**config.mk**
```make
export PLATFORM = sky130hd
export DESIGN_NAME = serial_add_ctrl
export DESIGN_NICKNAME = d
export VERILOG_FILES = /design/src/rtl/serial_add_pkg.sv /design/src/rtl/serial_fa_bit.sv /design/src/rtl/serial_add_ctrl.sv
export SDC_FILE = /design/constraint.sdc
export NUM_CORES = 1
export LEC_CHECK = 0
export ABC_CLOCK_PERIOD_IN_PS = 1200
export BUFFER_PORTS_ARGS = -buffer_cell sky130_fd_sc_hd__buf_4
export CORE_MARGIN = 2
export CORE_UTILIZATION = 50
export CTS_BUF_LIST = sky130_fd_sc_hd__clkbuf_4 sky130_fd_sc_hd__clkbuf_8
export DETAILED_ROUTE_END_ITERATION = 6
export PLACE_DENSITY = 0.76
export SYNTH_ARGS = -nofsm -noshare
export SYNTH_HDL_FRONTEND = slang
export SYNTH_HIERARCHICAL = 1
export SYNTH_SLANG_ARGS = --single-unit
```
**constraint.sdc**
```tcl
create_clock -name clk -period 1.2 [get_ports clk]
set_input_delay 0 -clock clk [delete_from_list [all_inputs] [get_ports clk]]
set_output_delay 0 -clock clk [all_outputs]
set_load 0.05 [all_outputs]
```
**src/rtl/serial_add_pkg.sv**
```systemverilog
// Shared constants and helpers for the bit-serial adder sequencer.
package serial_add_pkg;

  // Default operand width when the parent does not override it.
  localparam int DEFAULT_WIDTH = 4;

  // Controller state encoding; 2'b11 is unused and steers back to idle.
  typedef logic [1:0] state_t;
  localparam state_t ST_IDLE  = 2'b00;
  localparam state_t ST_SHIFT = 2'b01;
  localparam state_t ST_DONE  = 2'b10;

  // Majority of three bits: the carry-out of a full adder.
  function automatic logic maj3(input logic x, input logic y, input logic z);
    return (x & y) | (x & z) | (y & z);
  endfunction

endpackage

```
**src/rtl/serial_fa_bit.sv**
```systemverilog
// Single full-adder cell with a registered carry for LSB-first serial addition.
module serial_fa_bit
  import serial_add_pkg::*;
(
  input  logic clk,
  input  logic rst_n,
  input  logic a,
  input  logic b,
  input  logic load,
  input  logic cin_load,
  input  logic en,
  output logic s,
  output logic carry
);

  // Sum bit uses the carry left behind by the previous bit position.
  assign s = a ^ b ^ carry;

  // Carry is seeded with the external carry-in on load, then ripples one bit per enabled edge.
  always_ff @(posedge clk or negedge rst_n) begin
    if (!rst_n) begin
      carry <= 1'b0;
    end else if (load) begin
      carry <= cin_load;
    end else if (en) begin
      carry <= maj3(a, b, carry);
    end
  end

endmodule

```
**src/rtl/serial_add_ctrl.sv**
```systemverilog
// Sequencer for the bit-serial adder: loads operands, shifts them LSB-first
// through one full-adder cell, counts bits and captures the final result.
module serial_add_ctrl
  import serial_add_pkg::*;
#(
  parameter int WIDTH = DEFAULT_WIDTH
) (
  input  logic             clk,
  input  logic             reset,
  input  logic             start,
  input  logic [WIDTH-1:0] op_a,
  input  logic [WIDTH-1:0] op_b,
  input  logic             cin,
  output logic             busy,
  output logic             done,
  output logic [WIDTH-1:0] sum,
  output logic             cout
);

  localparam int CNT_W = $clog2(WIDTH + 1);
  localparam logic [CNT_W-1:0] LAST_CNT = CNT_W'(WIDTH - 1);

  state_t           state_reg;
  state_t           state_next;
  logic [WIDTH-1:0] a_sr_reg;
  logic [WIDTH-1:0] b_sr_reg;
  // The lowest sum bit would only ever be shifted out, so it is not stored.
  logic [WIDTH-1:1] s_sr_reg;
  logic [CNT_W-1:0] cnt_reg;
  logic [WIDTH-1:0] sum_reg;
  logic             cout_reg;

  logic [WIDTH-1:0] a_shr;
  logic [WIDTH-1:0] b_shr;
  logic [WIDTH-1:0] s_sr_next;
  logic             fa_load;
  logic             fa_en;
  logic             fa_s;
  logic             fa_carry;
  logic             carry_new;
  logic             last_bit;

  assign fa_load   = (state_reg == ST_IDLE) && start;
  assign fa_en     = (state_reg == ST_SHIFT);
  assign last_bit  = fa_en && (cnt_reg == LAST_CNT);
  assign carry_new = maj3(a_sr_reg[0], b_sr_reg[0], fa_carry);

  serial_fa_bit u_fa (
    .clk      (clk),
    .rst_n    (reset),
    .a        (a_sr_reg[0]),
    .b        (b_sr_reg[0]),
    .load     (fa_load),
    .cin_load (cin),
    .en       (fa_en),
    .s        (fa_s),
    .carry    (fa_carry)
  );

  // Right-shift networks: operands zero-fill from the top, the sum collects new bits at the top.
  genvar gi;
  generate
    for (gi = 0; gi < WIDTH - 1; gi++) begin : g_shift
      assign a_shr[gi] = a_sr_reg[gi+1];
      assign b_shr[gi] = b_sr_reg[gi+1];
    end
  endgenerate
  assign a_shr[WIDTH-1] = 1'b0;
  assign b_shr[WIDTH-1] = 1'b0;
  assign s_sr_next      = {fa_s, s_sr_reg};

  // Next-state selection; the unused encoding falls back to idle.
  always_comb begin
    state_next = state_reg;
    case (state_reg)
      ST_IDLE:  if (start) state_next = ST_SHIFT;
      ST_SHIFT: if (last_bit) state_next = ST_DONE;
      ST_DONE:  state_next = ST_IDLE;
      default:  state_next = ST_IDLE;
    endcase
  end

  // State register.
  always_ff @(posedge clk or negedge reset) begin
    if (!reset) begin
      state_reg <= ST_IDLE;
    end else begin
      state_reg <= state_next;
    end
  end

  // Operand/sum shift registers and bit counter: loaded on acceptance, advanced while shifting.
  always_ff @(posedge clk or negedge reset) begin
    if (!reset) begin
      a_sr_reg <= '0;
      b_sr_reg <= '0;
      s_sr_reg <= '0;
      cnt_reg  <= '0;
    end else if (fa_load) begin
      a_sr_reg <= op_a;
      b_sr_reg <= op_b;
      s_sr_reg <= '0;
      cnt_reg  <= '0;
    end else if (fa_en) begin
      a_sr_reg <= a_shr;
      b_sr_reg <= b_shr;
      s_sr_reg <= s_sr_next[WIDTH-1:1];
      cnt_reg  <= cnt_reg + CNT_W'(1);
    end
  end

  // Result registers change only on the final shift edge so the previous result holds meanwhile.
  always_ff @(posedge clk or negedge reset) begin
    if (!reset) begin
      sum_reg  <= '0;
      cout_reg <= 1'b0;
    end else if (last_bit) begin
      sum_reg  <= s_sr_next;
      cout_reg <= carry_new;
    end
  end

  assign busy = (state_reg != ST_IDLE);
  assign done = (state_reg == ST_DONE);
  assign sum  = sum_reg;
  assign cout = cout_reg;

endmodule

```
==> impl_metrics.yaml, run 1 <==
cells_and_area:
  n_antenna_cell: 0
  fin_nets: 151
  drive_gt1_share_pct: 49.6
  final_cell_mix: "buf_4 (31), dfrtp_1 (21), nand2_1 (12)"
  fin_cells: 162
  layout_commonest_cell: "buf_4"
  num-fill-cells: 102
  syn_to_final_growth_pct: 57.7
  final_area_um2: 1610
setup_path:
  path_buf_inv: 0
  worstPathMaxFanout: 7
  startpoint_type: "register"
  worstPathArrival_ps: 1560
  worstPathCellList: "ha_4 > ha_4 > nand3b_4 > mux2_4"
  reg2reg_depth: 4
  cp_num_cells: 4
  cpLargestDelayFamily: "flip-flops"
  cp_common_cell: "ha_4"
  worstPathRequired_ps: 1410
  end_kind: "register"
  critPathLaunch: "cnt_reg[1]$_DFFE_PN0P_"
  crit_slowest_cell: "dfrtp_1"
  reg2reg_from: "cnt_reg[1]$_DFFE_PN0P_"
  critPathMaxStageDelay_ps: 440
  criticalPathCategory: "reg -> reg"
placed_design:
  dpl-instance-area_um2: 1220
  gp_congestion: 0.717
  dpl.hpwl_mm: 1.43
  dp_cells: 134
  io_buffers: 18
timing:
  maxSlewViolCount: 0
  rsz0062_at_grt: "true"
  skew_ps: 10.7
  period_minus_slack_ps: 1340
  tightest_slew_ps: 277
  hold_viol: 0
  fin_ws_ps: -144
  fmax_mhz: 744
  finalSetupViolCount: 18
  max_slew_margin_pct: 81.6
  post-route-period-util_pct: 112
cts:
  clk_pin_slew_ps: 140
  cts_num_sinks: 22
  clock_path_buffers: 2
  cts_buffers: 3
  clock-root-buffer: "clkbuf_4"
  clock_latency_ps: 320
  cts_tree: "done"
  cts_max_level: 1
routing:
  viasPerCell: 5.49
  num_vias: 890
  drt-initial-drc-count: 20
  drtAntennaViolNets: 0
  wirelength_mm: 2.92
  wl_per_cell_um: 18.0
  dr.pass1.iters: 4
  drcViolationCount: 0
floorplanning:
  core_area_um2: 1940
  io_pins: 19
  start_util_pct: 52.4
  die_w_um: 49.1
  row_count: 16
  die_y_um: 49.1
  dieArea_um2: 2410
global_route:
  grt-ovfl-total: 0
  antenna_found_initial: 0
  use_met2_pct: 46.4
  grt_max_degree: 23
  met3_usage_pct: 5.83
  grt_usage_pct: 24.9
  grtUsageMet1_pct: 26.5
  grt_pass1_wl_mm: 4.33
  grt_busiest_layer: "met2"
  grt_pass1_vias: 933
power:
  p_leak_nw: 0.758
  ir_drop_uv: 2160
  power_density_nw_per_um2: 2670
synth:
  synth_fp_nets: 101
  synth_warnings: 6
  syn_area_um2: 1020
  netlist_instances: 86
  synth_cell_types: 24
  avgSynthCellArea_um2: 11.8
  ys_seq_area_share_pct: 54.1
  synth-seq-cells: 22
hold_path:
  hold_class: "in -> reg"
  min_from: "start"
  holdPathStages: 4
outcome:
  status: "finished with violations"
  violations: "setup timing"
run:
  cap_violations: 0
## synth_stat cells
| cell | count | area share [%] |
|---|---|---|
| nor2b_4 | 1 | 1.4 |
| nand3b_4 | 1 | 2.0 |
| mux2i_1 | 1 | 0.98 |
| nand2_1 | 12 | 4.4 |
| or2_2 | 1 | 0.61 |
| a22oi_1 | 6 | 4.4 |
| mux2_4 | 4 | 5.9 |
| inv_1 | 2 | 0.74 |
| a22o_1 | 4 | 3.4 |
| fa_1 | 1 | 2.0 |
| dfrtp_1 | 22 | 54 |
| a21oi_1 | 4 | 2.0 |
| o21ai_1 | 8 | 3.9 |
| ha_1 | 2 | 2.5 |
| buf_2 | 2 | 0.98 |
| and2b_1 | 1 | 0.74 |
| o21ai_0 | 3 | 1.5 |
| nor2b_1 | 4 | 2.5 |
| o31ai_1 | 1 | 0.74 |
| inv_2 | 1 | 0.37 |
| buf_6 | 2 | 2.2 |
| nor2_1 | 1 | 0.37 |
| o21bai_4 | 1 | 1.8 |
| nand2b_1 | 1 | 0.61 |
## cells by family (layout without fill, tap and decap cells)
family / count (synthesis) / in the layout / synth area share [%]
compound gates: 27 / 27 / 17.8
flops: 22 / 22 / 54.1
simple gates: 22 / 22 / 12.5
buf+inv: 7 / 56 / 4.30
mux: 5 / 5 / 6.88
fa+ha+maj: 3 / 3 / 4.42
## report_power, final
group,switching (mW),internal [mW]
Combinational,1.17,1.26
Clock,0.247,0.338
Sequential,0.230,1.04
## timing repair
action,4_1_cts,5_1_grt
hold endpoints to repair,31,0
hold buffers,10,0
setup endpoints to repair,9,22
gates resized for setup,13,15
pin swaps,2,7
buffers inserted,6,8
## layer usage
| layer | wire, um | up-vias |
|---|---|---|
| li1 | - | 397 |
| met1 | 1070 | 451 |
| met2 | 1600 | 32 |
| met3 | 114 | 10 |
| met4 | 131 | 0 |
| met5 | 0 | - |
## tightest hold or removal path, delay by kind of cell
family	cells	cell delay, ps
AO/OA/AOI/OAI	2	180
buffers and inverters	1	120
AND/OR/NAND/NOR	1	50
## stage by stage
step                      utilization [%]  TNS, ps  setup slack (ps)  total power [mW]  hold WS [ps]
after global placement               63.1     -304             -72.5              2.87         -97.0
after floorplan                         -     -221             -63.9              2.46          -296
after global routing                 82.7    -1790              -165              4.51          87.0
final                                82.7    -1100              -144              4.28          47.7
after CTS                            75.8     -748              -143              3.81          56.8
after detailed placement             63.1     -557              -130              2.96         -94.0
## final cells by class
cell class / instances / area, um2 / share of cell area (%)
clock buffers: 3 / 22.5 / 1.40
repair buffers: 49 / 443 / 27.6
clock inverters: 1 / 30.0 / 1.87
multi-input cells: 57 / 512 / 31.9
well taps: 27 / 33.8 / 2.10
inverters: 3 / 13.8 / 0.857
flip-flops and latches: 22 / 552 / 34.3
## final timing paths
check	end	slack [ps]
worst max-delay path	sum[3]$_DFFE_PN0P_	-140
worst min-delay path	b_sr_reg[3]$_DFFE_PN0P_	50
worst max register to register	sum[3]$_DFFE_PN0P_	-140
worst min register to register	cout$_DFFE_PN0P_	490
max in group asynchronous	state_reg[0]$_DFFE_PN0P_	900
min in group asynchronous	s_sr_reg[1]$_DFFE_PN0P_	80
No activity file was read; power rests on OpenSTA's default activity.
==> inputs of run 2 (changes only) <==
--- a/config.mk
+++ b/config.mk
@@ -12,7 +12,7 @@
 export CTS_BUF_LIST = sky130_fd_sc_hd__clkbuf_4 sky130_fd_sc_hd__clkbuf_8
 export DETAILED_ROUTE_END_ITERATION = 6
 export PLACE_DENSITY = 0.76
+export REMOVE_ABC_BUFFERS = 1
 export SYNTH_ARGS = -nofsm -noshare
 export SYNTH_HDL_FRONTEND = slang
-export SYNTH_HIERARCHICAL = 1
 export SYNTH_SLANG_ARGS = --single-unit
==> run 2 against run 1 <==
Net effect: the flow still finishes with violations (setup timing); critical path depth stayed put; combinational power up 12%; critical path type unchanged; cell count down 3.7%; sequential share of layout area is 0.76 points higher; flip-flop and latch count unchanged; power is 3.4% higher; global-route usage shrank 3.3 points.
==> impl_metrics.yaml, run 2 <==
cells_and_area:
  fin_nets: 146
  layout_commonest_cell: "buf_4"
  final_cell_mix: "buf_4 (28), dfrtp_1 (20), dlygate4sd3_1 (10)"
  num-fill-cells: 113
  final_area_um2: 1580
  utilization_pct: 82.0
  syn_to_final_growth_pct: 59.0
  n_antenna_cell: 0
  drive_gt1_share_pct: 51.2
setup_path:
  crit_slowest_cell: "dfrtp_2"
  worstPathCellList: "buf_6 > nor2b_4 > nand2_8 > mux2_4"
  criticalPathCategory: "reg -> reg"
  cpLargestDelayFamily: "flip-flops"
  end_kind: "register"
  worstPathArrival_ps: 1540
  path_buf_inv: 1
  startpoint_type: "register"
  worstPathRequired_ps: 1400
  worstPathMaxFanout: 6
  critPathMaxStageDelay_ps: 490
timing:
  fin_ws_ps: -140
  fmax_mhz: 746
  timing.setup.tns_ps: -1030
  skew_ps: 12.2
  max_slew_margin_pct: 81.2
  hold_viol: 0
  post-route-period-util_pct: 112
  period_minus_slack_ps: 1340
  maxSlewViolCount: 0
  rsz0062_at_grt: "true"
  finalSetupViolCount: 8
  tightest_slew_ps: 281
placed_design:
  post-place-ws_ps: -148
  dpl-instance-area_um2: 1210
  io_buffers: 18
  gp_congestion: 0.755
  dpl.hpwl_mm: 1.45
power:
  p_total_mw: 4.43
  power_density_nw_per_um2: 2810
  p_leak_nw: 0.713
  ir_drop_uv: 1830
global_route:
  antenna_found_initial: 0
  grt_pass1_wl_mm: 3.91
  grt_max_degree: 23
  grt_usage_pct: 21.6
  grt_pass1_vias: 875
  grt-ovfl-total: 0
routing:
  num_vias: 862
  viasPerCell: 5.53
  drt-initial-drc-count: 16
  dr.pass1.iters: 4
  wirelength_mm: 2.74
  wl_per_cell_um: 17.6
  drtAntennaViolNets: 0
  drcViolationCount: 0
hold_path:
  hold_class: "in -> async"
synth:
  async_reset_ff_share_pct: 100
  synth_top_family_by_area: "compound AO/OA/AOI/OAI gates"
  ys_seq_area_share_pct: 55.6
  netlist_instances: 83
  synth_adder_area_share_pct: 4.55
  synth-simple-area-share_pct: 10.6
  synth_compound_area_share_pct: 18.4
  synth.mux.area_fraction_pct: 7.58
  synth_ff_type: "dfrtp_1"
  yosys.area.top_type: "dfrtp_1"
  synth_warnings: 0
  synth-seq-cells: 22
  syn_area_um2: 991
  yosys.area_share.xor_xnor_pct: 0
  synth_commonest_cells: "dfrtp_1 (22), nor2_1 (9), o22ai_1 (7), o32ai_1 (7), o21ai_0 (6)"
  synth_top_cells_by_area: "dfrtp_1 (56%), mux2_4 (7.6%), o32ai_1 (6.2%)"
  synth_most_common_cell: "dfrtp_1"
  avgSynthCellArea_um2: 11.9
  synth_edf_count: 0
  synth_top_area_share_pct: 55.6
  synth_cell_types: 23
cts:
  clock_path_buffers: 2
  clock-root-buffer: "clkbuf_4"
  cts_num_sinks: 22
  cts_tree: "done"
  clk_pin_slew_ps: 120
  cts_buffers: 3
  clock_latency_ps: 320
  cts_max_level: 1
floorplanning:
  start_util_pct: 51.6
  die_y_um: 48.5
  dieArea_um2: 2350
  io_pins: 19
  die_w_um: 48.5
  row_count: 16
  core_area_um2: 1920
run:
  cap_violations: 0
outcome:
  violations: "setup timing"
  status: "finished with violations"
[run 2: logic make-up after synthesis]
logic type      count (synthesis)
compound gates                 26
fa+ha+maj                       3
buf+inv                         7
flops                          22
mux                             5
simple gates                   20
[run 2: path summary, 6_finish.rpt]
check                                    startpoint                        to  slack (ps)  cells past startpoint
max                        state_reg[1]$_DFFE_PN0P_        sum[1]$_DFFE_PN0P_        -140                      4
min                                           reset        sum[3]$_DFFE_PN0P_          90                      2
max reg2reg                state_reg[1]$_DFFE_PN0P_        sum[1]$_DFFE_PN0P_        -140                      4
min reg2reg                  cnt_reg[2]$_DFFE_PN0P_    cnt_reg[2]$_DFFE_PN0P_         520                      2
max in group asynchronous                     reset  state_reg[0]$_DFFE_PN0P_         860                      2
min in group clk                              start   a_sr_reg[3]$_DFFE_PN0P_         100                      4
[run 2: per-stage QoR]
| stage | std cells | hold WS, ps |
|---|---|---|
| after floorplan | 79 | -296 |
| after global placement | 133 | -102 |
| after detailed placement | 133 | -99.5 |
| after CTS | 151 | 3.13 |
| after global routing | 156 | 117 |
| final | 156 | 85.8 |
[run 2: routing by layer]
| metal | GRT usage, % | vias up | part of all wire (%) |
|---|---|---|---|
| met5 | 0 | - | 0 |
| met4 | 10.5 | 0 | 1.7 |
| met3 | 4.94 | 6 | 3.0 |
| met2 | 35.6 | 28 | 54 |
| met1 | 26.9 | 435 | 41 |
| li1 | - | 393 | - |
[run 2: worst register-to-register path: stages, from the launching register on]
cell     delay, ps
dfrtp_2        490
buf_6          150
nor2b_4        180
nand2_8        100
mux2_4         310
[run 2: power breakdown]
group	switching, mW	total, mW	internal, mW
clock	0.225	0.342	0.118
combinational	1.38	2.72	1.34
sequential	0.281	1.37	1.09
[run 2: layout make-up]
class	count	area, um2	area share (%)
inverters	3	15.0	0.953
clock buffers	3	22.5	1.43
flip-flops and latches	22	553	35.1
well taps	27	33.8	2.14
multi-input cells	54	536	34.0
repair buffers	47	415	26.4
[run 2: timing repair]
| item | in CTS | in global routing |
|---|---|---|
| hold buffers | 9 | 1 |
| pin swaps | 5 | 14 |
| gates resized for setup | 15 | 20 |
| buffers inserted | 6 | 4 |
| endpoints found under the setup margin | 12 | 17 |
| hold endpoints to repair | 30 | 1 |
==> inputs of run 3 (changes only) <==
--- a/config.mk
+++ b/config.mk
@@ -6,12 +6,12 @@
 export NUM_CORES = 1
 export LEC_CHECK = 0
 export ABC_CLOCK_PERIOD_IN_PS = 1200
-export BUFFER_PORTS_ARGS = -buffer_cell sky130_fd_sc_hd__buf_4
 export CORE_MARGIN = 2
-export CORE_UTILIZATION = 50
+export CORE_UTILIZATION = 57
 export CTS_BUF_LIST = sky130_fd_sc_hd__clkbuf_4 sky130_fd_sc_hd__clkbuf_8
 export DETAILED_ROUTE_END_ITERATION = 6
-export PLACE_DENSITY = 0.76
+export DONT_BUFFER_PORTS = 1
+export PLACE_DENSITY = 0.75
 export REMOVE_ABC_BUFFERS = 1
 export SYNTH_ARGS = -nofsm -noshare
 export SYNTH_HDL_FRONTEND = slang
==> run 3 against run 2 <==
Net effect: the flow still finishes with violations (setup timing); non-clock buffer count down 12; utilization grew 6.5 points; cell count shrank 13%; first-iteration DRC count rose by 81%; worst setup slack gained 26 ps; power is 2.2% lower; largest cell class unchanged.
==> impl_metrics.yaml, run 3 (same netlist as run 2, synthesis figures left out) <==
global_route:
  use_met2_pct: 43.9
  grt_max_degree: 23
  grtUsageMet1_pct: 31.9
  grt-ovfl-total: 0
  grt_busiest_layer: "met2"
  grt_pass1_vias: 816
  met3_usage_pct: 2.38
  grt_pass1_wl_mm: 3.69
  grt_usage_pct: 25.6
  antenna_found_initial: 0
floorplanning:
  die_w_um: 45.7
  io_pins: 19
  start_util_pct: 59.3
  dieArea_um2: 2090
  core_area_um2: 1670
  die_y_um: 45.7
  row_count: 15
hold_path:
  min_from: "start"
  holdPathStages: 3
  hold_class: "in -> reg"
  holdPathEnd: "b_sr_reg[1]$_DFFE_PN0P_"
setup_path:
  path_buf_inv: 1
  r2r-end: "sum[0]$_DFFE_PN0P_"
  r2r_slack_ps: -110
  startpoint_type: "register"
  worstPathMaxFanout: 8
  criticalPathCategory: "reg -> out"
  worstPathArrival_ps: 1310
  reg2reg_depth: 4
  critPathMaxStageDelay_ps: 510
  crit_slowest_cell: "dfrtp_2"
  cpLargestDelayFamily: "flip-flops"
  end_kind: "primary output"
  worstPathRequired_ps: 1200
  reg2reg_from: "state_reg[1]$_DFFE_PN0P_"
  worstPathCellList: "buf_6 > or2_4"
placed_design:
  dpl.hpwl_mm: 1.39
  dpl-instance-area_um2: 1100
  post-place-ws_ps: -168
  dp_cells: 111
  gp_congestion: 0.757
  io_buffers: 0
outcome:
  status: "finished with violations"
  violations: "setup timing"
cells_and_area:
  n_antenna_cell: 0
  utilization_pct: 88.5
  final_area_um2: 1480
  fin_cells: 135
  layout_commonest_cell: "dfrtp_1"
  syn_to_final_growth_pct: 49.1
  fin_nets: 134
  final_cell_mix: "dfrtp_1 (20), buf_4 (17), dlygate4sd3_1 (11)"
  drive_gt1_share_pct: 46.6
timing:
  tightest_slew_ps: 975
  maxSlewViolCount: 0
  hold_ws_ps: 89.2
  max_slew_margin_pct: 34.8
  rsz0062_at_grt: "true"
  timing.setup.tns_ps: -1030
  post-route-period-util_pct: 110
  skew_ps: 16.2
  fin_ws_ps: -114
  period_minus_slack_ps: 1310
  fmax_mhz: 761
  hold_viol: 0
  finalSetupViolCount: 15
routing:
  viasPerCell: 6.56
  drtAntennaViolNets: 0
  wirelength_mm: 2.82
  wl_per_cell_um: 20.9
  drcViolationCount: 0
  num_vias: 886
  drt-initial-drc-count: 29
  dr.pass1.iters: 4
power:
  ir_drop_uv: 1960
  p_total_mw: 4.33
  p_leak_nw: 0.663
  power_density_nw_per_um2: 2930
cts:
  cts_buffers: 3
  clk_pin_slew_ps: 120
  cts_tree: "done"
  clock_path_buffers: 2
  cts_max_level: 1
  clock_latency_ps: 320
  cts_num_sinks: 22
  clock-root-buffer: "clkbuf_4"
run:
  cap_violations: 0
[run 3: how the worst max path moves through the flow]
| stage | start | endpoint | slack (ps) | cells past startpoint |
|---|---|---|---|---|
| floorplan | state_reg[0]$_DFFE_PN0P_ | cout$_DFFE_PN0P_ | -110 | 3 |
| global placement | cnt_reg[0]$_DFFE_PN0P_ | cout$_DFFE_PN0P_ | -110 | 4 |
| detailed placement | cnt_reg[0]$_DFFE_PN0P_ | cout$_DFFE_PN0P_ | -170 | 4 |
| CTS | a_sr_reg[0]$_DFFE_PN0P_ | sum[3]$_DFFE_PN0P_ | -110 | 2 |
| global route | state_reg[1]$_DFFE_PN0P_ | sum[0]$_DFFE_PN0P_ | -120 | 4 |
| finish | state_reg[0]$_DFFE_PN0P_ | busy | -110 | 2 |
[run 3: per-layer routing]
layer	vias to the layer above	wire length [um]
met1	447	1070
met5	-	0
met2	49	1500
li1	378	-
met3	12	157
met4	0	92
[run 3: area by class of cell]
| type | count | area (um2) |
|---|---|---|
| clock buffer | 4 | 36.3 |
| fill | 69 | 193 |
| inverter | 3 | 15.0 |
| multi-input combinational | 54 | 532 |
| sequential | 22 | 553 |
| tap | 17 | 21.3 |
| timing repair buffer | 35 | 320 |
[run 3: worst min-delay path, cell delays in order]
cell     delay [ps]
or2_4           170
o32ai_2         100
nor2_1          100
[run 3: timing repair]
action	CTS	global route
endpoints found under the hold margin	34	0
gates resized for setup	16	20
hold buffers	11	0
setup endpoints to repair	20	18
setup buffers	5	4
pin swaps	6	4
[run 3: where the power goes]
group | switching (mW) | total, mW | internal [mW] | leakage [nW]
Combinational | 1.31 | 2.53 | 1.22 | 0.373
Clock | 0.221 | 0.406 | 0.186 | 0.0210
Sequential | 0.303 | 1.39 | 1.09 | 0.269
Total | 1.83 | 4.33 | 2.50 | 0.663
